--- src/rtl/life_gen_scheduler_if.sv ---
// life_gen_scheduler_if: host write, request and PE array command bundle for the generation scheduler
interface life_gen_scheduler_if #(
  parameter int PX_BITS    = 4,
  parameter int PY_BITS    = 4,
  parameter int STATE_BITS = 1,
  parameter int CMD_BITS   = 2,
  parameter int GEN_BITS   = 16
);
  logic                  wr_valid;
  logic                  wr_ready;
  logic [PX_BITS-1:0]    wr_x;
  logic [PY_BITS-1:0]    wr_y;
  logic [STATE_BITS-1:0] wr_val;
  logic                  clear_req;
  logic                  step_req;
  logic                  run;
  logic [15:0]           period;
  logic [PX_BITS-1:0]    x;
  logic [PY_BITS-1:0]    y;
  logic [CMD_BITS-1:0]   cmd;
  logic [STATE_BITS-1:0] val;
  logic                  busy;
  logic [GEN_BITS-1:0]   gen_count;
  modport master (
    input  wr_valid, wr_x, wr_y, wr_val, clear_req, step_req, run, period,
    output wr_ready, x, y, cmd, val, busy, gen_count
  );
  modport slave (
    output wr_valid, wr_x, wr_y, wr_val, clear_req, step_req, run, period,
    input  wr_ready, x, y, cmd, val, busy, gen_count
  );
endinterface

--- src/rtl/life_gen_scheduler.sv ---
// life_gen_scheduler: arbitrates host writes, clear sweeps and PROCESS steps onto the PE array command bus
module life_gen_scheduler #(
  parameter int X_SIZE     = 16,
  parameter int Y_SIZE     = 16,
  parameter int SETTLE     = 1,
  parameter int GEN_BITS   = 16,
  parameter int PX_BITS    = 4,
  parameter int PY_BITS    = 4,
  parameter int STATE_BITS = 1
) (
  input logic                   clk,
  input logic                   reset,
  life_gen_scheduler_if.master  bus
);
  localparam logic [1:0] CMD_NOP     = 2'd0;
  localparam logic [1:0] CMD_WRITE   = 2'd1;
  localparam logic [1:0] CMD_PROCESS = 2'd2;
  localparam int SW    = (SETTLE > 1) ? $clog2(SETTLE) : 1;
  localparam int SLAST = (SETTLE > 0) ? SETTLE - 1 : 0;
  localparam logic [PX_BITS-1:0] X_LAST = PX_BITS'(X_SIZE - 1);
  localparam logic [PY_BITS-1:0] Y_LAST = PY_BITS'(Y_SIZE - 1);
  typedef enum logic [1:0] {S_IDLE, S_CLEAR, S_PROC, S_SETTLE} state_e;
  state_e                state_q, state_d;
  logic                  clear_pend_q, clear_pend_d;
  logic                  step_pend_q, step_pend_d;
  logic [15:0]           timer_q, timer_d;
  logic [PX_BITS-1:0]    sx_q, sx_d;
  logic [PY_BITS-1:0]    sy_q, sy_d;
  logic [SW-1:0]         settle_q, settle_d;
  logic [GEN_BITS-1:0]   gen_q, gen_d;
  logic [PX_BITS-1:0]    x_q, x_d;
  logic [PY_BITS-1:0]    y_q, y_d;
  logic [1:0]            cmd_q, cmd_d;
  logic [STATE_BITS-1:0] val_q, val_d;
  logic                  busy_q, busy_d;
  logic [15:0]           per_m1;
  logic                  tick;
  logic                  wr_fire;
  logic                  sweep_last;
  assign per_m1         = (bus.period == 16'd0) ? 16'd0 : bus.period - 16'd1;
  assign bus.wr_ready   = (state_q == S_IDLE) && !clear_pend_q && !step_pend_q;
  assign wr_fire        = bus.wr_valid && bus.wr_ready;
  assign sweep_last     = (sx_q == X_LAST) && (sy_q == Y_LAST);
  assign bus.x          = x_q;
  assign bus.y          = y_q;
  assign bus.cmd        = cmd_q;
  assign bus.val        = val_q;
  assign bus.busy       = busy_q;
  assign bus.gen_count  = gen_q;
  // The timer keeps counting through PROC/SETTLE so run-mode spacing stays exact.
  always_comb begin
    tick    = bus.run && (state_q != S_CLEAR) && (timer_q >= per_m1);
    timer_d = !bus.run ? 16'd0 : (state_q == S_CLEAR) ? timer_q : tick ? 16'd0 : timer_q + 16'd1;
  end
  // Outputs are computed for the state being entered, so they register alongside it.
  always_comb begin
    state_d      = state_q;
    clear_pend_d = clear_pend_q | bus.clear_req;
    step_pend_d  = step_pend_q | bus.step_req | tick;
    sx_d         = sx_q;
    sy_d         = sy_q;
    settle_d     = settle_q;
    gen_d        = gen_q;
    x_d          = '0;
    y_d          = '0;
    cmd_d        = CMD_NOP;
    val_d        = '0;
    busy_d       = 1'b0;
    case (state_q)
      S_IDLE: begin
        if (clear_pend_q) begin
          state_d      = S_CLEAR;
          clear_pend_d = bus.clear_req;
          sx_d         = '0;
          sy_d         = '0;
          cmd_d        = CMD_WRITE;
          busy_d       = 1'b1;
        end else if (step_pend_q) begin
          state_d     = S_PROC;
          step_pend_d = bus.step_req | tick;
          cmd_d       = CMD_PROCESS;
          gen_d       = gen_q + GEN_BITS'(1);
          busy_d      = 1'b1;
        end else if (wr_fire) begin
          cmd_d = CMD_WRITE;
          x_d   = bus.wr_x;
          y_d   = bus.wr_y;
          val_d = bus.wr_val;
        end
      end
      S_CLEAR: begin
        if (sweep_last) begin
          state_d = S_IDLE;
          gen_d   = '0;
        end else begin
          sx_d   = (sx_q == X_LAST) ? '0 : sx_q + PX_BITS'(1);
          sy_d   = (sx_q == X_LAST) ? sy_q + PY_BITS'(1) : sy_q;
          x_d    = sx_d;
          y_d    = sy_d;
          cmd_d  = CMD_WRITE;
          busy_d = 1'b1;
        end
      end
      S_PROC: begin
        state_d  = (SETTLE != 0) ? S_SETTLE : S_IDLE;
        settle_d = '0;
        busy_d   = (SETTLE != 0);
      end
      default: begin
        state_d  = (settle_q == SW'(SLAST)) ? S_IDLE : S_SETTLE;
        settle_d = settle_q + SW'(1);
        busy_d   = (settle_q != SW'(SLAST));
      end
    endcase
  end
  always_ff @(posedge clk or posedge reset) begin
    if (reset) begin
      state_q      <= S_IDLE;
      clear_pend_q <= 1'b0;
      step_pend_q  <= 1'b0;
      timer_q      <= '0;
      sx_q         <= '0;
      sy_q         <= '0;
      settle_q     <= '0;
      gen_q        <= '0;
      x_q          <= '0;
      y_q          <= '0;
      cmd_q        <= CMD_NOP;
      val_q        <= '0;
      busy_q       <= 1'b0;
    end else begin
      state_q      <= state_d;
      clear_pend_q <= clear_pend_d;
      step_pend_q  <= step_pend_d;
      timer_q      <= timer_d;
      sx_q         <= sx_d;
      sy_q         <= sy_d;
      settle_q     <= settle_d;
      gen_q        <= gen_d;
      x_q          <= x_d;
      y_q          <= y_d;
      cmd_q        <= cmd_d;
      val_q        <= val_d;
      busy_q       <= busy_d;
    end
  end
endmodule

--- src/flat_wrapper.sv ---
// flat-port wrapper written by rule: the top's interface ports become plain ports
module life_gen_scheduler_flat 
#(
  parameter int X_SIZE     = 16,
  parameter int Y_SIZE     = 16,
  parameter int SETTLE     = 1,
  parameter int GEN_BITS   = 16,
  parameter int PX_BITS    = 4,
  parameter int PY_BITS    = 4,
  parameter int STATE_BITS = 1
)
  (clk, reset, bus_wr_valid, bus_wr_x, bus_wr_y, bus_wr_val, bus_clear_req, bus_step_req, bus_run, bus_period, bus_wr_ready, bus_x, bus_y, bus_cmd, bus_val, bus_busy, bus_gen_count);
  life_gen_scheduler_if #(.PX_BITS(PX_BITS), .PY_BITS(PY_BITS), .STATE_BITS(STATE_BITS), .CMD_BITS(2), .GEN_BITS(GEN_BITS)) bus_i ();
  input logic clk;
  input logic reset;
  input wire logic [$bits(bus_i.wr_valid)-1:0] bus_wr_valid;
  input wire logic [$bits(bus_i.wr_x)-1:0] bus_wr_x;
  input wire logic [$bits(bus_i.wr_y)-1:0] bus_wr_y;
  input wire logic [$bits(bus_i.wr_val)-1:0] bus_wr_val;
  input wire logic [$bits(bus_i.clear_req)-1:0] bus_clear_req;
  input wire logic [$bits(bus_i.step_req)-1:0] bus_step_req;
  input wire logic [$bits(bus_i.run)-1:0] bus_run;
  input wire logic [$bits(bus_i.period)-1:0] bus_period;
  output wire logic [$bits(bus_i.wr_ready)-1:0] bus_wr_ready;
  output wire logic [$bits(bus_i.x)-1:0] bus_x;
  output wire logic [$bits(bus_i.y)-1:0] bus_y;
  output wire logic [$bits(bus_i.cmd)-1:0] bus_cmd;
  output wire logic [$bits(bus_i.val)-1:0] bus_val;
  output wire logic [$bits(bus_i.busy)-1:0] bus_busy;
  output wire logic [$bits(bus_i.gen_count)-1:0] bus_gen_count;
  assign bus_i.wr_valid = bus_wr_valid;
  assign bus_i.wr_x = bus_wr_x;
  assign bus_i.wr_y = bus_wr_y;
  assign bus_i.wr_val = bus_wr_val;
  assign bus_i.clear_req = bus_clear_req;
  assign bus_i.step_req = bus_step_req;
  assign bus_i.run = bus_run;
  assign bus_i.period = bus_period;
  assign bus_wr_ready = bus_i.wr_ready;
  assign bus_x = bus_i.x;
  assign bus_y = bus_i.y;
  assign bus_cmd = bus_i.cmd;
  assign bus_val = bus_i.val;
  assign bus_busy = bus_i.busy;
  assign bus_gen_count = bus_i.gen_count;
  life_gen_scheduler #(.X_SIZE(X_SIZE), .Y_SIZE(Y_SIZE), .SETTLE(SETTLE), .GEN_BITS(GEN_BITS), .PX_BITS(PX_BITS), .PY_BITS(PY_BITS), .STATE_BITS(STATE_BITS)) u_core (.clk(clk), .reset(reset), .bus(bus_i));
endmodule
--- config.mk ---
export PLATFORM = sky130hd
export DESIGN_NAME = life_gen_scheduler_flat
export DESIGN_NICKNAME = d
export VERILOG_FILES = /design/src/rtl/life_gen_scheduler_if.sv /design/src/rtl/life_gen_scheduler.sv /design/src/flat_wrapper.sv
export SDC_FILE = /design/constraint.sdc
export NUM_CORES = 1
export LEC_CHECK = 0
export CELL_PAD_IN_SITES_DETAIL_PLACEMENT = 1
export CELL_PAD_IN_SITES_GLOBAL_PLACEMENT = 1
export CORE_ASPECT_RATIO = 1.1
export CORE_MARGIN = 2
export CORE_UTILIZATION = 45
export DETAILED_ROUTE_END_ITERATION = 16
export HOLD_SLACK_MARGIN = 0.12
export PLACE_DENSITY = 0.95
export SLEW_MARGIN = 20
export SYNTH_ARGS = -nofsm -noshare
export SYNTH_HDL_FRONTEND = slang
export SYNTH_SLANG_ARGS = --single-unit
--- constraint.sdc ---
create_clock -name clk -period 4 [get_ports clk]
set_input_delay 0.8 -clock clk [delete_from_list [all_inputs] [get_ports clk]]
set_output_delay 0.8 -clock clk [all_outputs]
set_load 0.005 [all_outputs]
==> impl_metrics.tcl <==
set metrics [dict create \
    yosysWarnings 0 \
    dpl.hpwl_um 7940 \
    grt_pass1_vias 3675 \
    gr-total-overflow 0 \
    cts_tree "yes" \
    rsz0062_at_grt "no" \
    synth.cell_area_um2 3730 \
    grt_pass1_wl_um 18500 \
    reg2reg_setup_slack_ns 1.56 \
    postPlaceCellArea_um2 4470 \
    period_needed_ns 3.73 \
    dieArea_um2 9030 \
    cts_buffers 9 \
    cellLeakagePower_nw 2.03 \
    drive_gt1_share_pct 13.0 \
    initial_core_util_pct 46.9 \
    holdWs_ns 0.553 \
    dr.first_iter.drc_count 158 \
    postRouteAntennaNets 0 \
    synth_commonest_cells "dfrtp_1, nand2_1, nor2_1" \
    nets 519 \
    diodes 0 \
    wl_per_cell_um 19.1 \
    crit_type "in2reg" \
    cap_violations 0 \
    async_reset_ff_share_pct 100 \
    syn2layout_area_growth_pct 26.3 \
    grt_usage_pct 25.9 \
    hold_violations 0 \
    vias_per_cell 5.78 \
    synth_cells 394 \
    synthDistinctLibCells 57 \
    die_w_um 90.8 \
    post-route-period-util_pct 93.2 \
    die_y_um 99.5 \
    fin_skew_ns 0.0119 \
    vdd_drop_max_mv 0.228 \
    syn_avg_cell_area_um2 9.46 \
    yosysTopAreaCell "dfrtp_1" \
    antenna_found_initial 0 \
    slew_violations 0 \
    syn_nets 447 \
    yosysSeqAreaShare_pct 38.3 \
    clockRootBuffer "clkbuf_8" \
    setup_tns_ns 0 \
    grt_max_degree 37 \
    startpoint_type "input pin" \
    drcViolationCount 0 \
    worstHoldStart "u_core.sx_q[3]" \
    timing.rr.start "u_core.sx_q[0]" \
    p_total_w 0.00131 \
    synth-edff-count 0 \
    h-tree-depth 3 \
    relSlewSlack_pct 32.8 \
    worstPathArrival_ns 3.98 \
    portBuffers 59 \
    routabilityCongestion 0.848 \
    min_path_type "reg2reg" \
    tightest_slew_ns 1.00 \
    cp_max_fo 15 \
    yosys-top-cells-area "dfrtp_1, ha_1, xnor2_1" \
    setup_viol 0 \
    synth_ff_type "dfrtp_1" \
    cp-end-kind "flop" \
    cts_sinks 57 \
    drtPass1Iterations 4 \
    synth_most_common_cell "dfrtp_1" \
    outcome "completed" \
    rows 34 \
    core_area_um2 7960 \
    power-per-cell-area_nw_per_um2 279 \
    startpoint "bus_period[11]" \
    synth_seq_cells 57 \
    max_freq_mhz 268 \
    design_area_um2 4710 \
    num_vias 3347 \
    clk_pin_slew_ns 0.07 \
    ctsHoldBuffers 0 \
    clockBufferDepth 2 \
    clock_latency_ns 0.35 \
    io_pins 60 \
    required_ns 4.25 \
    drt-total-wl_um 11100 \
    netlist.area_leader.share_pct 38.3 \
]
-- report_power, final --
part	switching, W	leakage, nW	internal (W)
Combinational	0.0000472	1.17	0.0000509
Clock	0.000283	0.110	0.000356
Sequential	0.000000000000000000210	0.751	0.000576
-- sequential cells by signal, summed over array words and instances, names as in the netlist --
signal                flops
u_core.sx_q               4
u_core.timer_q           16
u_core.bus.cmd            2
u_core.state_q            2
u_core.bus.y              4
u_core.bus.val            1
u_core.bus.gen_count     16
u_core.step_pend_q        1
u_core.bus.busy           1
u_core.bus.x              4
u_core.settle_q           1
u_core.clear_pend_q       1
u_core.sy_q               4
-- cell usage in the layout, fill, tap and decap left out, types with 2 or more instances in the layout --
cell type        count
clkdlybuf4s50_1     59
dfrtp_1             57
nand2_1             55
nor2_1              30
xnor2_1             25
ha_1                22
o21ai_0             20
buf_4               18
nand3_1             16
nand4_1             14
inv_1               13
a21oi_1             11
xor2_1              10
a41oi_1              9
clkbuf_8             9
nor3_1               8
and3_1               7
a22o_1               6
nor4_1               5
nand2b_1             5
nand4b_1             5
mux2i_1              5
nor4_4               5
nor3_2               4
a31oi_1              4
o21a_1               3
and2_1               3
o22ai_1              3
nor4_2               3
clkinv_4             3
a21o_1               2
inv_2                2
or3_1                2
bufinv_16            2
-- layout make-up --
type / instances / area (um^2)
Clock buffer: 9 / 124
Clock inverter: 7 / 103
Fill cell: 910 / 3250
Inverter: 15 / 56.3
Multi-Input combinational cell: 306 / 2140
Sequential cell: 57 / 1430
Tap cell: 108 / 135
Timing Repair Buffer: 77 / 726
-- worst paths after layout --
kind | endpoint | depth (start not counted)
setup / recovery | u_core.timer_q[3] | 13
hold / removal | u_core.sx_q[3] | 1
setup reg to reg | u_core.bus.gen_count[1] | 4
hold reg to reg | u_core.sx_q[3] | 1
max in group asynchronous | u_core.timer_q[3] | 3
min in group asynchronous | u_core.bus.gen_count[1] | 2
-- per-stage QoR --
stage / util, % / cells / setup WS [ns]
4_1_cts: 59.1 / 579 / 0.189
6_report: 59.2 / 579 / 0.271
5_1_grt: 59.2 / 579 / 0.0144
2_1_floorplan: - / 394 / 0.517
3_5_place_dp: 56.2 / 563 / -0.0633
3_3_place_gp: 56.2 / 563 / 0.0254
-- cell families (layout without fill, tap and decap cells) --
group           Yosys count  after routing  synth area share, %
compound gates           69             69                 12.9
flops                    57             57                 38.3
buf+inv                  31            108                 4.57
fa+ha+maj                22             22                 7.38
mux                       6              6                 1.64
simple gates            174            174                 27.1
xor+xnor                 35             35                 8.22
-- routing by layer --
| layer | track usage, % | routed length (um) | vias to the layer above |
|---|---|---|---|
| met5 | 0 | 0 | - |
| met4 | 10.8 | 275 | 0 |
| met3 | 4.09 | 376 | 27 |
| met2 | 47.0 | 5950 | 84 |
| met1 | 30.7 | 4480 | 1673 |
| li1 | - | - | 1563 |
-- worst max-delay path, cell delays in order --
cell,delay (ns)
clkdlybuf4s50_1,0.43
or4_4,0.58
nor4_4,0.21
nand4b_2,0.16
buf_4,0.21
nand2_1,0.08
ha_1,0.24
a211o_1,0.30
a21oi_1,0.23
and3_1,0.25
buf_4,0.19
nand4_1,0.10
a31oi_1,0.21
-- repair_timing --
action | 4_1_cts | 5_1_grt
gates resized for setup | 0 | 1
setup buffers | 0 | 0
endpoints found under the setup margin | 0 | 17
Power figures use the tool's default switching activity.
